## config.mk

```make
export PLATFORM = sky130hd
export DESIGN_NAME = spi_ram_burst_flat
export DESIGN_NICKNAME = d
export VERILOG_FILES = /design/src/rtl/spi_ram_burst_if.sv /design/src/rtl/spi_ram_burst.sv /design/src/flat_wrapper.sv
export SDC_FILE = /design/constraint.sdc
export NUM_CORES = 2
export LEC_CHECK = 0
export CAP_MARGIN = 20
export CORE_UTILIZATION = 31
export CTS_BUF_LIST = sky130_fd_sc_hd__clkbuf_4 sky130_fd_sc_hd__clkbuf_8 sky130_fd_sc_hd__clkbuf_16
export DETAILED_ROUTE_END_ITERATION = 16
export SYNTH_ARGS = -nofsm -noshare
export SYNTH_HDL_FRONTEND = slang
export SYNTH_SLANG_ARGS = --single-unit
export TNS_END_PERCENT = 50
```

## constraint.sdc

```tcl
create_clock -name clk -period 7.9 [get_ports clk]
set_clock_uncertainty 0.15 [all_clocks]
set_input_delay 1.975 -clock clk [delete_from_list [all_inputs] [get_ports clk]]
set_output_delay 1.975 -clock clk [all_outputs]
set_load 0.05 [all_outputs]
```

## src/rtl/spi_ram_burst_if.sv

```systemverilog
// Command/response bundle between the SPI shift front end and the burst RAM.
// PAY_W is derived here so both ends agree on the received word width.
interface spi_ram_burst_if #(
  parameter int DATA_W = 8,
  parameter int ADDR_W = 8
);
  localparam int PAY_W = (ADDR_W > DATA_W) ? ADDR_W : DATA_W;

  logic [PAY_W+1:0]  din;
  logic              rx_valid;
  logic [DATA_W-1:0] dout;
  logic              tx_valid;
  logic              addr_err;
  logic              clr_err;

  modport master (
    output din, rx_valid, clr_err,
    input  dout, tx_valid, addr_err
  );

  modport slave (
    input  din, rx_valid, clr_err,
    output dout, tx_valid, addr_err
  );
endinterface

```

## src/rtl/spi_ram_burst.sv

```systemverilog
// Opcode-driven single-port RAM behind an SPI slave: address loads, writes and
// registered reads with independent, optionally auto-incrementing pointers.
module spi_ram_burst #(
  parameter int DATA_W    = 8,
  parameter int ADDR_W    = 8,
  parameter int MEM_DEPTH = 256,
  parameter bit AUTO_INC  = 1'b1
) (
  input logic            clk,
  input logic            rst,
  spi_ram_burst_if.slave bus
);
  localparam int PAY_W = (ADDR_W > DATA_W) ? ADDR_W : DATA_W;
  localparam int IDX_W = (MEM_DEPTH > 2) ? $clog2(MEM_DEPTH) : 1;
  localparam logic [ADDR_W:0]   DEPTH_X = (ADDR_W+1)'(MEM_DEPTH);
  localparam logic [ADDR_W-1:0] LAST    = ADDR_W'(MEM_DEPTH - 1);

  typedef enum logic [1:0] {
    OP_SET_WADDR = 2'b00,
    OP_WRITE     = 2'b01,
    OP_SET_RADDR = 2'b10,
    OP_READ      = 2'b11
  } op_e;

  logic [DATA_W-1:0] mem [MEM_DEPTH];

  logic [ADDR_W-1:0] wr_ptr_q, wr_ptr_d;
  logic [ADDR_W-1:0] rd_ptr_q, rd_ptr_d;
  logic [DATA_W-1:0] dout_q, dout_d;
  logic              tx_valid_q, tx_valid_d;
  logic              addr_err_q, addr_err_d;
  logic              we;

  op_e               op;
  logic [PAY_W-1:0]  pay;
  logic [ADDR_W-1:0] addr_pl;
  logic [DATA_W-1:0] data_pl;

  assign op      = op_e'(bus.din[PAY_W+1:PAY_W]);
  assign pay     = bus.din[PAY_W-1:0];
  assign addr_pl = pay[ADDR_W-1:0];
  assign data_pl = pay[DATA_W-1:0];

  function automatic logic in_range(input logic [ADDR_W-1:0] a);
    return {1'b0, a} < DEPTH_X;
  endfunction

  // Wrap at the configured depth, not at 2**ADDR_W, so odd depths work.
  function automatic logic [ADDR_W-1:0] ptr_next(input logic [ADDR_W-1:0] p);
    return (p == LAST) ? '0 : p + 1'b1;
  endfunction

  always_comb begin
    wr_ptr_d   = wr_ptr_q;
    rd_ptr_d   = rd_ptr_q;
    dout_d     = dout_q;
    tx_valid_d = 1'b0;
    addr_err_d = addr_err_q & ~bus.clr_err;
    we         = 1'b0;
    if (bus.rx_valid) begin
      unique case (op)
        OP_SET_WADDR: begin
          if (in_range(addr_pl)) wr_ptr_d = addr_pl;
          else                   addr_err_d = 1'b1;
        end
        OP_WRITE: begin
          we = 1'b1;
          if (AUTO_INC) wr_ptr_d = ptr_next(wr_ptr_q);
        end
        OP_SET_RADDR: begin
          if (in_range(addr_pl)) rd_ptr_d = addr_pl;
          else                   addr_err_d = 1'b1;
        end
        OP_READ: begin
          dout_d     = mem[rd_ptr_q[IDX_W-1:0]];
          tx_valid_d = 1'b1;
          if (AUTO_INC) rd_ptr_d = ptr_next(rd_ptr_q);
        end
      endcase
    end
  end

  always_ff @(posedge clk) begin
    if (rst) begin
      wr_ptr_q   <= '0;
      rd_ptr_q   <= '0;
      dout_q     <= '0;
      tx_valid_q <= 1'b0;
      addr_err_q <= 1'b0;
    end else begin
      wr_ptr_q   <= wr_ptr_d;
      rd_ptr_q   <= rd_ptr_d;
      dout_q     <= dout_d;
      tx_valid_q <= tx_valid_d;
      addr_err_q <= addr_err_d;
    end
  end

  // Storage is never reset; reset only blocks a write presented on its edge.
  always_ff @(posedge clk) begin
    if (!rst && we) mem[wr_ptr_q[IDX_W-1:0]] <= data_pl;
  end

  assign bus.dout     = dout_q;
  assign bus.tx_valid = tx_valid_q;
  assign bus.addr_err = addr_err_q;
endmodule

```

## src/flat_wrapper.sv

```systemverilog
// flat-port wrapper written by rule: the top's interface ports become plain ports
module spi_ram_burst_flat 
#(
  parameter int DATA_W    = 8,
  parameter int ADDR_W    = 8,
  parameter int MEM_DEPTH = 256,
  parameter bit AUTO_INC  = 1'b1
)
  (clk, rst, bus_din, bus_rx_valid, bus_clr_err, bus_dout, bus_tx_valid, bus_addr_err);
  spi_ram_burst_if #(.DATA_W(DATA_W), .ADDR_W(ADDR_W)) bus_i ();
  input logic clk;
  input logic rst;
  input wire logic [$bits(bus_i.din)-1:0] bus_din;
  input wire logic [$bits(bus_i.rx_valid)-1:0] bus_rx_valid;
  input wire logic [$bits(bus_i.clr_err)-1:0] bus_clr_err;
  output wire logic [$bits(bus_i.dout)-1:0] bus_dout;
  output wire logic [$bits(bus_i.tx_valid)-1:0] bus_tx_valid;
  output wire logic [$bits(bus_i.addr_err)-1:0] bus_addr_err;
  assign bus_i.din = bus_din;
  assign bus_i.rx_valid = bus_rx_valid;
  assign bus_i.clr_err = bus_clr_err;
  assign bus_dout = bus_i.dout;
  assign bus_tx_valid = bus_i.tx_valid;
  assign bus_addr_err = bus_i.addr_err;
  spi_ram_burst #(.DATA_W(DATA_W), .ADDR_W(ADDR_W), .MEM_DEPTH(MEM_DEPTH), .AUTO_INC(AUTO_INC)) u_core (.clk(clk), .rst(rst), .bus(bus_i));
endmodule
```

==> flow_summary.json <==
{
  "outcome": "finished, final reports clean",
  "synth_fp_nets": 3917,
  "cts_tree": "done",
  "io_buffers": 23,
  "synth_area_um2": 80900,
  "setup_tns_ps": 0,
  "layout_worst_path_cycle_share_pct": 63.7,
  "cts_hold_buf": 0,
  "dr.pass1.iters": 6,
  "coreArea_um2": 259000,
  "cts_made_buffers": 204,
  "synth.avg_cell_area_um2": 20.8,
  "top_level_ports": 24,
  "crit_buf_inv": 3,
  "viasPerCell": 5.31,
  "grt_pass1_vias": 39300,
  "rr_startpoint": "u_core.rd_ptr_q[1]$_SDFFE_PP0P_",
  "slew_headroom_pct": 22.2,
  "area_growth_pct": 13.7,
  "crit_fanout": 20,
  "r2r_end": "u_core.bus.dout[7]$_SDFFE_PP0P_",
  "grt_overflow": 0,
  "hold_end": "u_core.bus.addr_err$_SDFF_PP0_",
  "synth-seq-cells": 2074,
  "grt_use_total_pct": 16.0,
  "start_util_pct": 31.2,
  "clk_pin_slew_ps": 60,
  "cp-end-kind": "register",
  "clkLatencyLatePin_ps": 840,
  "crit_arrival_ps": 5350,
  "power_per_cell_area_nw_per_um2": 252,
  "final_common_cell": "edfxtp_1",
  "finalHoldViolCount": 0,
  "ir_drop_v": 0.000204,
  "num-fill-cells": 23500,
  "grt_setup_unrepaired": "no",
  "worstRegToRegCells": 8,
  "timing.hold.ws_ps": 319,
  "ant_nets": 0,
  "num_vias": 39900,
  "drc": 0,
  "critPathSlowestCell": "nor2_1",
  "path_depth": 6,
  "die_area_um2": 263000,
  "routed_wl_um": 213000,
  "worstPathCellList": "clkdlybuf4s50_1 -> inv_1 -> nor3_2 -> buf_4 -> nand3_2 -> nor2_1",
  "antenna_found_initial": 6,
  "synth_cells": 3898,
  "detail_route.wl_per_cell_um": 28.3,
  "drv_slew": 0,
  "ys.warnings.count": 0,
  "crit_family": "simple AND/OR/NAND/NOR gates",
  "final_cell_mix": "edfxtp_1, mux4_2, nor2_1, mux2i_1, clkbuf_16",
  "htreeDepth": 4,
  "cp-start-kind": "input pin",
  "yosysSeqAreaShare_pct": 76.6,
  "criticalPathCategory": "input pin to register",
  "drtIter0Drc": 4698,
  "timing.reg2reg.setup_slack_ps": 3690,
  "dp_hpwl_um": 127000,
  "cts_root_buf": "clkbuf_16",
  "tightest_slew_ps": 1170,
  "grt_max_degree": 156,
  "synth_edf_count": 2048,
  "max-clock-path-buffers": 3,
  "busiest_layer": "met2",
  "synth-main-ff-cell": "edfxtp_1",
  "ys_types": 52,
  "drive_gt1_share_pct": 22.1,
  "fp.dieW_um": 513,
  "grt_pass1_wl_um": 304000,
  "hold_class": "register to register",
  "min_path_cells": 1,
  "leakage_nw": 27.1,
  "max_stage_delay_ps": 930,
  "cts.sinks": 2074,
  "nNetsFinal": 3964,
  "place.gp.congestion": 0.861,
  "final.min_clock_period_ps": 5030,
  "cts.repair.resized": 0,
  "gr-usage-met1_pct": 22.3,
  "max_freq_mhz": 199,
  "setup_violations": 0,
  "async_reset_ff_share_pct": 0,
  "die-height_um": 513,
  "worstHoldStart": "u_core.bus.addr_err$_SDFF_PP0_",
  "use_met2_pct": 25.4,
  "rows": 187,
  "cap_violations": 0,
  "crit_required_ps": 8220,
  "postCtsSetupBuffers": 0,
  "grt_use_met3_pct": 2.92
}
stage by stage:
stage	cell area, um^2	setup slack (ps)	instances	utilization (%)	power (mW)
finish	92000	2870	7524	35.5	23.2
global route	92000	2740	7522	35.5	23.8
CTS	92000	2920	7521	35.5	23.4
detailed placement	85000	2000	7141	32.8	13.5
global placement	85000	2080	7136	32.7	13.5
floorplan	80900	3840	3898	-	13.0
sequential cells by signal (all words and copies together) (netlist names):
name                 count
u_core.mem            2048
u_core.bus.dout          8
u_core.rd_ptr_q          8
u_core.wr_ptr_q          8
u_core.bus.addr_err      1
u_core.bus.tx_valid      1
worst register-to-register path, cell delays in order, from the launching register on:
cell	delay (ps)
dfxtp_4	830
buf_12	610
buf_4	670
mux4_2	490
o21ai_0	170
a211oi_1	90
a211oi_1	640
o221ai_1	230
a211o_1	260
logic make-up (layout without fill, tap and decap cells):
logic type | Yosys count | after routing | share of synthesized area [%]
and+or+nand+nor | 537 | 537 | 2.78
DFF | 2074 | 2074 | 76.6
adders and majority gates | 5 | 5 | 0.0773
muxes | 691 | 691 | 16.0
buffers and inverters | 253 | 474 | 1.51
other | 0 | 3 | 0
AOI/OAI and AO/OA | 338 | 338 | 2.98
per-layer routing:
| metal | part of all wire (%) | wire length (um) |
|---|---|---|
| met4 | 2.8 | 5900 |
| met2 | 48 | 101000 |
| met5 | 0 | 0 |
| met3 | 8.3 | 17800 |
| met1 | 41 | 88000 |
worst max-delay path by stage:
stage                           from  slack, ps                      endpoint
after detailed placement  bus_din[8]       2000  u_core.mem[228][0]$_DFFE_PP_
after global placement    bus_din[8]       2080  u_core.mem[229][1]$_DFFE_PP_
after floorplan                  rst       3840  u_core.mem[148][0]$_DFFE_PP_
after CTS                 bus_din[8]       2920  u_core.mem[244][1]$_DFFE_PP_
after global routing      bus_din[8]       2740  u_core.mem[144][6]$_DFFE_PP_
final                     bus_din[8]       2870  u_core.mem[250][3]$_DFFE_PP_
report_power, final:
group	total, mW	internal (mW)	switching [mW]
clock network	10.0	5.81	4.19
registers	12.1	12.1	0.0363
logic	1.11	0.399	0.706
cell usage after synthesis, drive strengths merged (5+ instances only):
cell type	count	area [um^2]
a211o	7	61.3
a211oi	48	360
a21oi	45	225
a22oi	5	37.5
a311oi	5	43.8
and2	10	62.6
and3	5	31.3
buf	114	696
clkbuf	131	493
dfxtp	26	521
edfxtp	2048	61500
ha	5	62.6
inv	8	30.0
mux2i	206	2060
mux4	482	10900
nand2	128	480
nand2b	5	31.3
nand3	53	265
nand4	7	43.8
nor2	286	1070
nor2b	20	125
nor3	11	55.1
o211ai	5	37.5
o21ai	46	230
o221ai	92	806
o22ai	45	282
o31ai	11	82.6
o32ai	8	70.1
area by class of cell:
cell class | instances | area (um^2) | share of cell area, %
timing repair buffer | 86 | 962 | 1.05
clock buffer | 239 | 5420 | 5.88
multi-input combinational | 1571 | 17800 | 19.3
inverter | 8 | 37.5 | 0.0408
sequential | 2074 | 62000 | 67.4
antenna | 3 | 7.51 | 0.00816
tap | 3402 | 4260 | 4.62
clock inverter | 141 | 1570 | 1.70
Power figures use the tool's default switching activity.
